<file path="config.mk">
export PLATFORM = sky130hd
export DESIGN_NAME = multi_led_blinker
export DESIGN_NICKNAME = d
export VERILOG_FILES = /design/src/rtl/multi_led_blinker.sv
export SDC_FILE = /design/constraint.sdc
export NUM_CORES = 1
export LEC_CHECK = 0
export CORE_ASPECT_RATIO = 1.1
export CORE_MARGIN = 5
export CORE_UTILIZATION = 54
export CTS_BUF_LIST = sky130_fd_sc_hd__clkbuf_4
export DETAILED_ROUTE_END_ITERATION = 16
export PLACE_DENSITY_LB_ADDON = 0.15
export REMOVE_ABC_BUFFERS = 1
export SLEW_MARGIN = 0
export SYNTH_ARGS = -nofsm -noshare
export SYNTH_HDL_FRONTEND = slang
export SYNTH_SLANG_ARGS = --single-unit
</file>
<file path="constraint.sdc">
create_clock -name clk -period 4.4 [get_ports clk]
set_clock_uncertainty 0.05 [all_clocks]
set_input_delay 1.32 -clock clk [delete_from_list [all_inputs] [get_ports clk]]
set_output_delay 1.32 -clock clk [all_outputs]
set_load 0.02 [all_outputs]
</file>
<file path="src/rtl/multi_led_blinker.sv">
// Multi-channel LED driver: one shared tick prescaler feeding N independent
// channels that each run OFF, ON, PWM or a finite burst of PWM periods.
module multi_led_blinker #(
  parameter int CHANNELS     = 4,
  parameter int CLK_FREQ_KHz = 50000,
  parameter int TICK_HZ      = 1000,
  parameter int PERIOD_W     = 12,
  parameter int BURST_W      = 8
) (
  input  logic                                              clk,
  input  logic                                              rst,
  input  logic                                              cfg_valid,
  output logic                                              cfg_ready,
  input  logic [((CHANNELS > 1) ? $clog2(CHANNELS) : 1)-1:0] cfg_ch,
  input  logic [1:0]                                        cfg_mode,
  input  logic [PERIOD_W-1:0]                               cfg_period,
  input  logic [PERIOD_W-1:0]                               cfg_duty,
  input  logic [BURST_W-1:0]                                cfg_count,
  output logic [CHANNELS-1:0]                               led,
  output logic [CHANNELS-1:0]                               busy
);

  localparam int PRESCALE = (CLK_FREQ_KHz * 1000) / TICK_HZ;
  localparam int PS_W     = $clog2(PRESCALE);

  typedef enum logic [1:0] {
    MODE_OFF   = 2'd0,
    MODE_ON    = 2'd1,
    MODE_PWM   = 2'd2,
    MODE_BURST = 2'd3
  } mode_e;

  logic [PS_W-1:0]     presc_q, presc_d;
  logic                tick;
  logic                accept;
  logic                ready_q;
  mode_e               mode_q   [CHANNELS];
  mode_e               mode_d   [CHANNELS];
  logic [PERIOD_W-1:0] period_q [CHANNELS];
  logic [PERIOD_W-1:0] period_d [CHANNELS];
  logic [PERIOD_W-1:0] duty_q   [CHANNELS];
  logic [PERIOD_W-1:0] duty_d   [CHANNELS];
  logic [PERIOD_W-1:0] phase_q  [CHANNELS];
  logic [PERIOD_W-1:0] phase_d  [CHANNELS];
  logic [BURST_W-1:0]  burst_q  [CHANNELS];
  logic [BURST_W-1:0]  burst_d  [CHANNELS];
  logic [CHANNELS-1:0] led_q, led_d, busy_q, busy_d;

  always_comb begin
    tick    = (presc_q == PS_W'(PRESCALE - 1));
    presc_d = tick ? '0 : presc_q + PS_W'(1);
    accept  = cfg_valid && ready_q;
    for (int i = 0; i < CHANNELS; i++) begin
      mode_d[i]   = mode_q[i];
      period_d[i] = period_q[i];
      duty_d[i]   = duty_q[i];
      phase_d[i]  = phase_q[i];
      burst_d[i]  = burst_q[i];
      led_d[i]    = 1'b0;
      busy_d[i]   = 1'b0;
      // A config write wins over a coincident tick; out-of-range channels never match.
      if (accept && (int'(cfg_ch) == i)) begin
        mode_d[i]   = ((cfg_mode == 2'd3) && (cfg_count == '0)) ? MODE_OFF : mode_e'(cfg_mode);
        period_d[i] = cfg_period;
        duty_d[i]   = cfg_duty;
        phase_d[i]  = '0;
        burst_d[i]  = cfg_count;
      end else if (tick && ((mode_q[i] == MODE_PWM) || (mode_q[i] == MODE_BURST)) &&
                   (period_q[i] != '0)) begin
        if (phase_q[i] == period_q[i] - PERIOD_W'(1)) begin
          phase_d[i] = '0;
          if (mode_q[i] == MODE_BURST) begin
            burst_d[i] = burst_q[i] - BURST_W'(1);
            if (burst_q[i] == BURST_W'(1)) mode_d[i] = MODE_OFF;
          end
        end else begin
          phase_d[i] = phase_q[i] + PERIOD_W'(1);
        end
      end
      led_d[i]  = (mode_d[i] == MODE_ON) ||
                  (((mode_d[i] == MODE_PWM) || (mode_d[i] == MODE_BURST)) &&
                   (period_d[i] != '0) && (phase_d[i] < duty_d[i]));
      busy_d[i] = (mode_d[i] == MODE_BURST) && (burst_d[i] != '0);
    end
  end

  always_ff @(posedge clk) begin
    if (rst) begin
      presc_q <= '0;
      ready_q <= 1'b0;
      led_q   <= '0;
      busy_q  <= '0;
      for (int i = 0; i < CHANNELS; i++) begin
        mode_q[i]   <= MODE_OFF;
        period_q[i] <= '0;
        duty_q[i]   <= '0;
        phase_q[i]  <= '0;
        burst_q[i]  <= '0;
      end
    end else begin
      presc_q <= presc_d;
      ready_q <= 1'b1;
      led_q   <= led_d;
      busy_q  <= busy_d;
      for (int i = 0; i < CHANNELS; i++) begin
        mode_q[i]   <= mode_d[i];
        period_q[i] <= period_d[i];
        duty_q[i]   <= duty_d[i];
        phase_q[i]  <= phase_d[i];
        burst_q[i]  <= burst_d[i];
      end
    end
  end

  assign cfg_ready = ready_q;
  assign led       = led_q;
  assign busy      = busy_q;

endmodule
</file>
==> results_dict.tcl, run 1 <==
set metrics [dict create \
    p_comb_frac 0.109 \
    ys_types 79 \
    viasPerCell 5.81 \
    num_vias 11102 \
    grt.overflow.total 0 \
    grtUsageTotal 0.260 \
    layout-area-overhead-vs-synth_pct 15.7 \
    cp_top_family "compound AO/OA/AOI/OAI gates" \
    drv_cap 0 \
    fin_setup_tns_ps 0 \
    crit_chain "inv_1, ha_1, or4b_4, a2111o_1, a31oi_1, o21bai_2, nor4_4, or2_2, buf_4, nor2_1, ha_1, a21o_1, a21o_1, a21o_1, a21oi_1, nor2b_1, o21ai_0, o211a_1, mux2_2" \
    slew_headroom 0.426 \
    syn-cell-area_mm2 0.0121 \
    htree_levels 2 \
    cts_made_buffers 56 \
    synth_cells 1474 \
    arrival_ps 4720 \
    cpMostUsedCell "a21o_1" \
    row_count 57 \
    grt_pass1_vias 10489 \
    critPathLaunchType "register" \
    dieArea_mm2 0.0255 \
    ys_warn_count 0 \
    ys_ff_latch 209 \
    ir_worst_vdd_v 0.000227 \
    seqPwrFrac 0.470 \
    r2r_cells 19 \
    synthArstFlopShare 0 \
    die_x_um 153 \
    synth_top_area_share 0.346 \
    required_ps 4960 \
    cts_tree "yes" \
    total_power_mw 4.17 \
    detail_route.wl_per_cell_um 18.0 \
    rr_endpoint "led[2]" \
    cts_hold_buf 0 \
    crit_path_end_kind "register" \
    fin_nets 1676 \
    status "finished, final reports clean" \
    reg2reg_slack_ps 240 \
    r2r-start "period_q[2][0]" \
    gp_congestion 0.918 \
    cellPowerDensity_mw_per_mm2 298 \
    cts_root_buf "clkbuf_4" \
    path_max_fanout 12 \
    hold_end "duty_q[0][0]" \
    period_share 0.945 \
    yosysMostFrequentCell "dfxtp_1" \
    hold_path_class "reg2reg" \
    hold_ws_ps 412 \
    fin_crit_ps 4160 \
    grt_max_degree 73 \
    slowest_delay_ps 510 \
    power_switching_share 0.266 \
    hold_depth 2 \
    setup_viol 0 \
    drive_gt1_frac 0.126 \
    final-hold-violation-count 0 \
    synth_edf_count 0 \
    cts_buffer_depth 3 \
    crit_slowest_cell "or4b_4" \
    p_switching_mw 1.11 \
    critPathKind "reg2reg" \
    leakage_nw 6.01 \
    ioPinCount 48 \
    cts.sinks 209 \
    finalMaxSlewViolations 0 \
    synth_common_cells "209 x dfxtp_1, 204 x nor2_1, 185 x nand2_1" \
    dpl.hpwl_um 25200 \
    internal_power_mw 3.06 \
    drc 0 \
    yosysSeqAreaShare 0.346 \
    drt-pass1-iter-count 5 \
    fmax_mhz 240 \
    worstMarginPinSlew_ps 856 \
    yosys-top-cells-area "dfxtp_1 35%, nor2_1 6.3%, ha_1 6.3%" \
    die_y_um 167 \
    core_mm2 0.0220 \
    start_util 0.549 \
    clk_pin_slew_ps 70 \
    cp_num_buf_inv 2 \
    drt_iter0_drc 668 \
    place.port_buffers 47 \
    synth_top_area_cell "dfxtp_1" \
    synth_flop_cell "dfxtp_1" \
    p_clk_frac 0.421 \
    wl_um 34400 \
    drtAntennaViolNets 0 \
    avgSynthCellArea_um2 8.20 \
    grt_pass1_wl_um 54200 \
    min_from "duty_q[0][0]" \
    antenna_found_initial 1 \
    clkLatencyLatePin_ps 700 \
]
## cells in the final DEF (no fill, tap or decap), drive strengths merged, types with 16 or more instances in the layout
cell / synthesis / final
buf: 11 / 73
inv: 27 / 27
nand3: 34 / 34
and3: 20 / 20
ha: 61 / 61
a21oi: 76 / 76
nor4: 23 / 23
mux2i: 68 / 68
clkinv: 0 / 16
clkbuf: 64 / 80
dfxtp: 209 / 209
nand2b: 16 / 16
nand4: 35 / 35
clkdlybuf4s50: 0 / 46
nand2: 185 / 185
nor3: 76 / 76
xnor2: 55 / 55
xor2: 70 / 70
nor2: 204 / 204
o21ai: 19 / 19
## repair_timing
action,in CTS,in global routing
gates resized for setup,0,20
buffers inserted,0,1
setup endpoints to repair,0,4
## per-layer routing
layer | track usage | wire length (um) | vias to the layer above | part of all wire
met3 | 0.0415 | 1690 | 79 | 0.049
met1 | 0.325 | 14900 | 5262 | 0.43
met4 | 0.106 | 1190 | 0 | 0.034
met5 | 0 | 0 | - | 0
met2 | 0.447 | 16600 | 277 | 0.48
li1 | - | - | 5484 | -
## power by group through the flow
stage	clock (mW)	sequential [mW]	combinational [mW]
after floorplan	0	1.99	0.239
after global placement	0	2.00	0.433
after detailed placement	0	2.00	0.440
after CTS	1.80	1.96	0.443
after global routing	1.91	1.96	0.491
final	1.76	1.96	0.452
## cell families after synthesis
logic type,count (synthesis),synth area share
flip-flops,209,0.346
AND/OR/NAND/NOR,691,0.284
adder cells (fa/ha/maj),61,0.0631
AO/OA/AOI/OAI,215,0.123
buffers and inverters,102,0.0332
XOR/XNOR,125,0.0906
multiplexers,71,0.0591
## worst max path at each step
stage | from | depth (start not counted) | slack, ps | end
floorplan | cfg_valid | 14 | -230 | led[0]
global placement | cfg_ch[1] | 14 | -100 | led[3]
detailed placement | cfg_ch[1] | 14 | -110 | led[3]
CTS | period_q[2][0] | 19 | 60 | led[2]
global route | period_q[0][0] | 17 | -60 | led[0]
finish | period_q[2][0] | 19 | 240 | led[2]
## stage by stage
| step | instance area [um2] | cells | setup slack, ps | util |
|---|---|---|---|---|
| 6_report | 14000 | 1912 | 242 | 0.635 |
| 2_1_floorplan | 11800 | 1399 | -231 | - |
| 3_3_place_gp | 13200 | 1812 | -96.3 | 0.597 |
| 5_1_grt | 14000 | 1912 | -61.8 | 0.635 |
| 4_1_cts | 13900 | 1910 | 56.0 | 0.630 |
| 3_5_place_dp | 13200 | 1812 | -107 | 0.597 |
## flip-flops by register name, indices dropped and copies added (netlist names)
| signal | flops |
|---|---|
| duty_q | 48 |
| period_q | 48 |
| phase_q | 48 |
| burst_q | 32 |
| presc_q | 16 |
| mode_q | 8 |
| busy | 4 |
| led | 4 |
| cfg_ready | 1 |
## worst register-to-register path, stage by stage (launching register included)
cell and delay, ps:
dfxtp_1 350, inv_1 70, ha_1 210, or4b_4 510
a2111o_1 390, a31oi_1 210, o21bai_2 190, nor4_4 80
or2_2 320, buf_4 190, nor2_1 110, ha_1 250
a21o_1 160, a21o_1 160, a21o_1 160, a21oi_1 160
nor2b_1 60, o21ai_0 140, o211a_1 160, mux2_2 140
## layout make-up
type	count	area, um2
Multi-Input combinational cell	1163	7590
Sequential cell	209	4180
Tap cell	295	369
Inverter	27	101
Antenna cell	1	2.50
Clock buffer	80	601
Timing Repair Buffer	119	1010
Clock inverter	18	126
Fill cell	1991	8050
Power figures use the tool's default switching activity.
==> run 2: changes to the inputs <==
--- a/config.mk
+++ b/config.mk
@@ -10,6 +10,8 @@
 export CORE_UTILIZATION = 54
 export CTS_BUF_LIST = sky130_fd_sc_hd__clkbuf_4
 export DETAILED_ROUTE_END_ITERATION = 16
+export DONT_BUFFER_PORTS = 1
+export MAX_ROUTING_LAYER = met4
 export PLACE_DENSITY_LB_ADDON = 0.15
 export REMOVE_ABC_BUFFERS = 1
 export SLEW_MARGIN = 0
==> results_dict.tcl, run 2 (synthesis results as in run 1) <==
set metrics [dict create \
    status "finished, final reports clean" \
    cpMostUsedCell "a21o_1" \
    drt_iter0_drc 835 \
    cts_tree "yes" \
    cts_made_buffers 58 \
    drive_gt1_frac 0.112 \
    r2r_cells 17 \
    row_count 57 \
    use_met1 0.333 \
    crit_path_start "presc_q[5]" \
    drc 0 \
    period_share 0.958 \
    cellPowerDensity_mw_per_mm2 305 \
    critPathLaunchType "register" \
    crit_chain "or4b_4, nor4_2, nor4b_4, o211ai_1, a211oi_4, or2_2, nor2_1, ha_1, a21o_1, a21o_1, a21o_1, a21o_1, a21oi_1, nor2b_1, o21ai_0, o311ai_0, mux2i_1" \
    ir_worst_vdd_v 0.000259 \
    final_cells 1838 \
    hold_path_class "reg2reg" \
    drtAntennaViolNets 0 \
    setup_viol 0 \
    rr_endpoint "led[3]" \
    start_util 0.549 \
    use_met2 0.435 \
    num_vias 10846 \
    dieArea_mm2 0.0255 \
    slew_headroom 0.575 \
    gp_congestion 0.958 \
    htree_levels 2 \
    crit_path_end_kind "register" \
    critPathKind "reg2reg" \
    final_cell_mix "209 x dfxtp_1, 203 x nor2_1, 185 x nand2_1" \
    fmax_mhz 237 \
    die_y_um 167 \
    crit_slowest_cell "or4b_4" \
    grtUsageTotal 0.268 \
    wl_um 34500 \
    leakage_nw 5.70 \
    die_x_um 153 \
    viasPerCell 5.90 \
    core_mm2 0.0220 \
    arrival_ps 4760 \
    ioPinCount 48 \
    cts_buffer_depth 3 \
    fin_nets 1601 \
    cts.sinks 209 \
    reg2reg_slack_ps 190 \
    dp.cells 1735 \
    grt_pass1_wl_um 54000 \
    final-hold-violation-count 0 \
    drt-pass1-iter-count 5 \
    worstMarginPinSlew_ps 631 \
    layout-area-overhead-vs-synth_pct 9.96 \
    path_max_fanout 5 \
    clkLatencyLatePin_ps 700 \
    r2r-start "presc_q[5]" \
    cts_hold_buf 0 \
    detail_route.wl_per_cell_um 18.8 \
    busiest_layer "met2" \
    fin_crit_ps 4210 \
    clk_pin_slew_ps 60 \
    final_common_cell "dfxtp_1" \
    antenna_found_initial 2 \
    reg.largest.list "duty_q (48), period_q (48), phase_q (48)" \
    met3_usage 0.0454 \
    cts_root_buf "clkbuf_4" \
    total_power_mw 4.06 \
    required_ps 4940 \
    finalMaxSlewViolations 0 \
    drv_cap 0 \
    grt_max_degree 183 \
    place.port_buffers 0 \
    hold_depth 2 \
    rsz0062_at_grt "no" \
    slowest_delay_ps 610 \
    grt_pass1_vias 10118 \
    grt.overflow.total 0 \
    crit_end "led[3]" \
    dpl.hpwl_um 24500 \
]
run 2: changes by cell type in the layout (fill, tap and decap cells not counted), sizes merged:
| cell | change |
|---|---|
| buf | -31 |
| clkinvlp | +1 |
| inv | +1 |
| clkdlybuf4s50 | -46 |
| clkbuf | -2 |
| clkinv | +3 |
run 2: worst max-delay path, delay by kind of cell (launching register included):
kind	cells	cell delay, ps
and+or+nand+nor	6	1660
adders and majority gates	1	280
muxes	1	170
DFF	1	360
AOI/OAI and AO/OA	9	1580
run 2: area by class of cell:
cell class	instances	area [um2]
Clock buffer	78	586
Tap cell	295	369
Clock inverter	23	148
Inverter	27	101
Antenna cell	1	2.50
Timing Repair Buffer	42	315
Sequential cell	209	4180
Multi-Input combinational cell	1163	7590
Fill cell	2045	8750
run 2: power by group:
| part | switching (mW) | internal, mW | total (mW) |
|---|---|---|---|
| logic | 0.188 | 0.136 | 0.324 |
| clock network | 0.833 | 0.939 | 1.77 |
| registers | 0.0342 | 1.93 | 1.96 |
| total | 1.05 | 3.00 | 4.06 |
run 2: layer usage:
metal	part of all wire	wire length, um
met3	0.058	2000
met5	0	0
met4	0.038	1310
met1	0.43	14800
met2	0.48	16400
run 2: how the worst min path moves through the flow:
stage,start,to
6_report,duty_q[0][0],duty_q[0][0]
5_1_grt,duty_q[0][0],duty_q[0][0]
4_1_cts,duty_q[0][0],duty_q[0][0]
3_5_place_dp,duty_q[0][0],duty_q[0][0]
3_3_place_gp,duty_q[0][0],duty_q[0][0]
2_1_floorplan,duty_q[0][0],duty_q[0][0]
run 2: timing repair:
item / in CTS / in global routing
setup endpoints to repair: 1 / 4
resized for setup: 1 / 17
setup buffers: 0 / 1
pin swaps: 0 / 2
run 2: per-stage QoR:
step	utilization	worst slack, ps	hold WS (ps)	area (um2)	TNS [ps]
5_1_grt	0.603	2.55	448	13300	0
6_report	0.603	186	407	13300	0
2_1_floorplan	-	-231	378	11800	-231
3_5_place_dp	0.566	36.7	397	12500	0
4_1_cts	0.599	12.4	403	13200	0
3_3_place_gp	0.566	213	395	12500	0
==> variant (flow settings as in run 1) <==
The parameter `CHANNELS` goes from 4 to 2.
--- a/src/rtl/multi_led_blinker.sv
+++ b/src/rtl/multi_led_blinker.sv
@@ -2,5 +2,5 @@
 // channels that each run OFF, ON, PWM or a finite burst of PWM periods.
 module multi_led_blinker #(
-  parameter int CHANNELS     = 4,
+  parameter int CHANNELS     = 2,
   parameter int CLK_FREQ_KHz = 50000,
   parameter int TICK_HZ      = 1000,
Interface: changed (resized busy, cfg_ch and led); port bits go from 48 to 43. The function was not compared with the original's and may differ.
==> variant against run 1 <==
  * Cell area shrank 47%
  * Non-clock buffer count shrank 60
  * Via count shrank 47%
  * Critical endpoint is now led[0]
  * Wire length shrank 50%
  * Utilization grew 0.33 points
  * Sequential cell count shrank 96
  * Hold slack lost 0.0089 ns
  * Power shrank 45%
  * Synthesized area shrank 47%
  * Setup slack lost 0.037 ns
==> variant: results (changes against run 1) <==
[drt]
drtIter0Drc = 396  ; -41%
met1Wirelength_um = 7710  ; -48%
drt-wirelength-per-cell_um = 17.4  ; -3.4%
avgViaCountPerCell = 5.92  ; +2.0%
wl_met3_um = 992  ; -41%
dr_total_vias = 5849  ; -47%
wl_met2_um = 8010  ; -52%

[finish]
reg_top3 = duty_q: 24 flops, period_q: 24 flops, phase_q: 24 flops
layout.nonclk_buf_share_pct = 7.38  ; +0.14 points
inv_count = 19  ; -30%
multi_input_area_sq_um = 3970  ; -48%
num-clock-buffers = 18  ; -78%
final_nets = 893  ; -47%
seq_area_sq_um = 2260  ; -46%
multi_input_cells = 614  ; -47%
n_all_buffers = 59  ; -50%
fill_cells = 1021  ; -49%
clk_share_pct = 4.47  ; -0.73 points
drive_gt1_share_pct = 8.84  ; -3.7 points

[clock_tree]
clock_sinks = 113  ; -46%
cts-buffers-inserted = 17  ; -70%
cts-htree-levels = 4  ; +2
postCtsSetupBuffers = 0  ; unchanged
clockBufferDepth = 2  ; -1
insertion_delay_ns = 0.54  ; -0.16 ns
clkTransAtPathRegs_ns = 0.10  ; +0.03 ns

[place]
portBuffers = 42  ; -11%
hpwl_um = 13200  ; -47%
pre_cts_ws_ns = 0.0776  ; +0.184 ns
placed_cells = 955  ; -47%
finalWeightedCongestion = 0.937  ; +2.1%

[critical_path]
cp.arrival_ns = 4.63  ; -0.09 ns
endpoint = led[0]
crit_fanout = 9  ; -3
crit_family = simple AND/OR/NAND/NOR gates
reg2reg_slack_ns = 0.20  ; -0.04 ns
slowest_delay_ns = 0.58  ; +0.07 ns
r2r_cells = 15  ; -4
slowest_stage = or4_4
startpoint = period_q[0][0]

[timing]
final.period_utilization_pct = 95.3  ; +0.84 points
worst_slew_pin_slew_ns = 0.683  ; -0.173 ns

[run_status]
status = complete, no violations

[synthesis]
synth_commonest_cells = 113 x dfxtp_1, 109 x nor2_1, 89 x nand2_1, 45 x xnor2_1, 38 x a21oi_1
synthTopCellsByArea = dfxtp_1 35%, nor2_1 6.4%, xnor2_1 6.2%
postSynthAreaPerCell_sq_um = 8.18  ; -0.31%
synth_cell_types = 62  ; -22%

[pwr]
irDropWorstVdd_v = 0.000172  ; -24%

[global_routing]
grt_usage_pct = 24.9  ; -1.1 points
grt_first_pass_wirelength_um = 27800  ; -49%
use_met2_pct = 40.9  ; -3.8 points
grt_busiest_layer = met2
grt_util_met1_pct = 31.0  ; -1.5 points
grt_start_max_net_pins = 36  ; -51%
grt_use_met3_pct = 6.22  ; +2.1 points

[min_path]
hp-start = presc_q[0]
hold_end = presc_q[0]
whs_path_depth = 1  ; -1

variant: cell count changes after synthesis, sizes merged, moves of 38 or more:
cell / delta
mux2i: -38
nand2: -96
xor2: -44
dfxtp: -96
nor2: -95
a21oi: -38
nor3: -43
variant: logic make-up after synthesis:
group | after synthesis | synth area share, %
simple gates | 369 | 28.5
mux | 34 | 5.39
compound gates | 109 | 11.7
flops | 113 | 35.3
buf+inv | 56 | 3.32
fa+ha+maj | 31 | 6.06
xor+xnor | 71 | 9.71
variant: metrics by stage:
stage          instance area, sq um  hold slack, ns
6_report                       7360           0.403
2_1_floorplan                  6260           0.363
3_5_place_dp                   7000           0.386
3_3_place_gp                   7000           0.376
4_1_cts                        7330           0.406
5_1_grt                        7360           0.442
variant: power by group:
| group | total [W] | internal [W] | switching (W) | leakage (nW) |
|---|---|---|---|---|
| clock network | 0.000896 | 0.000503 | 0.000393 | 0.180 |
| registers | 0.00107 | 0.00105 | 0.0000251 | 0.917 |
| logic | 0.000311 | 0.000138 | 0.000174 | 1.83 |
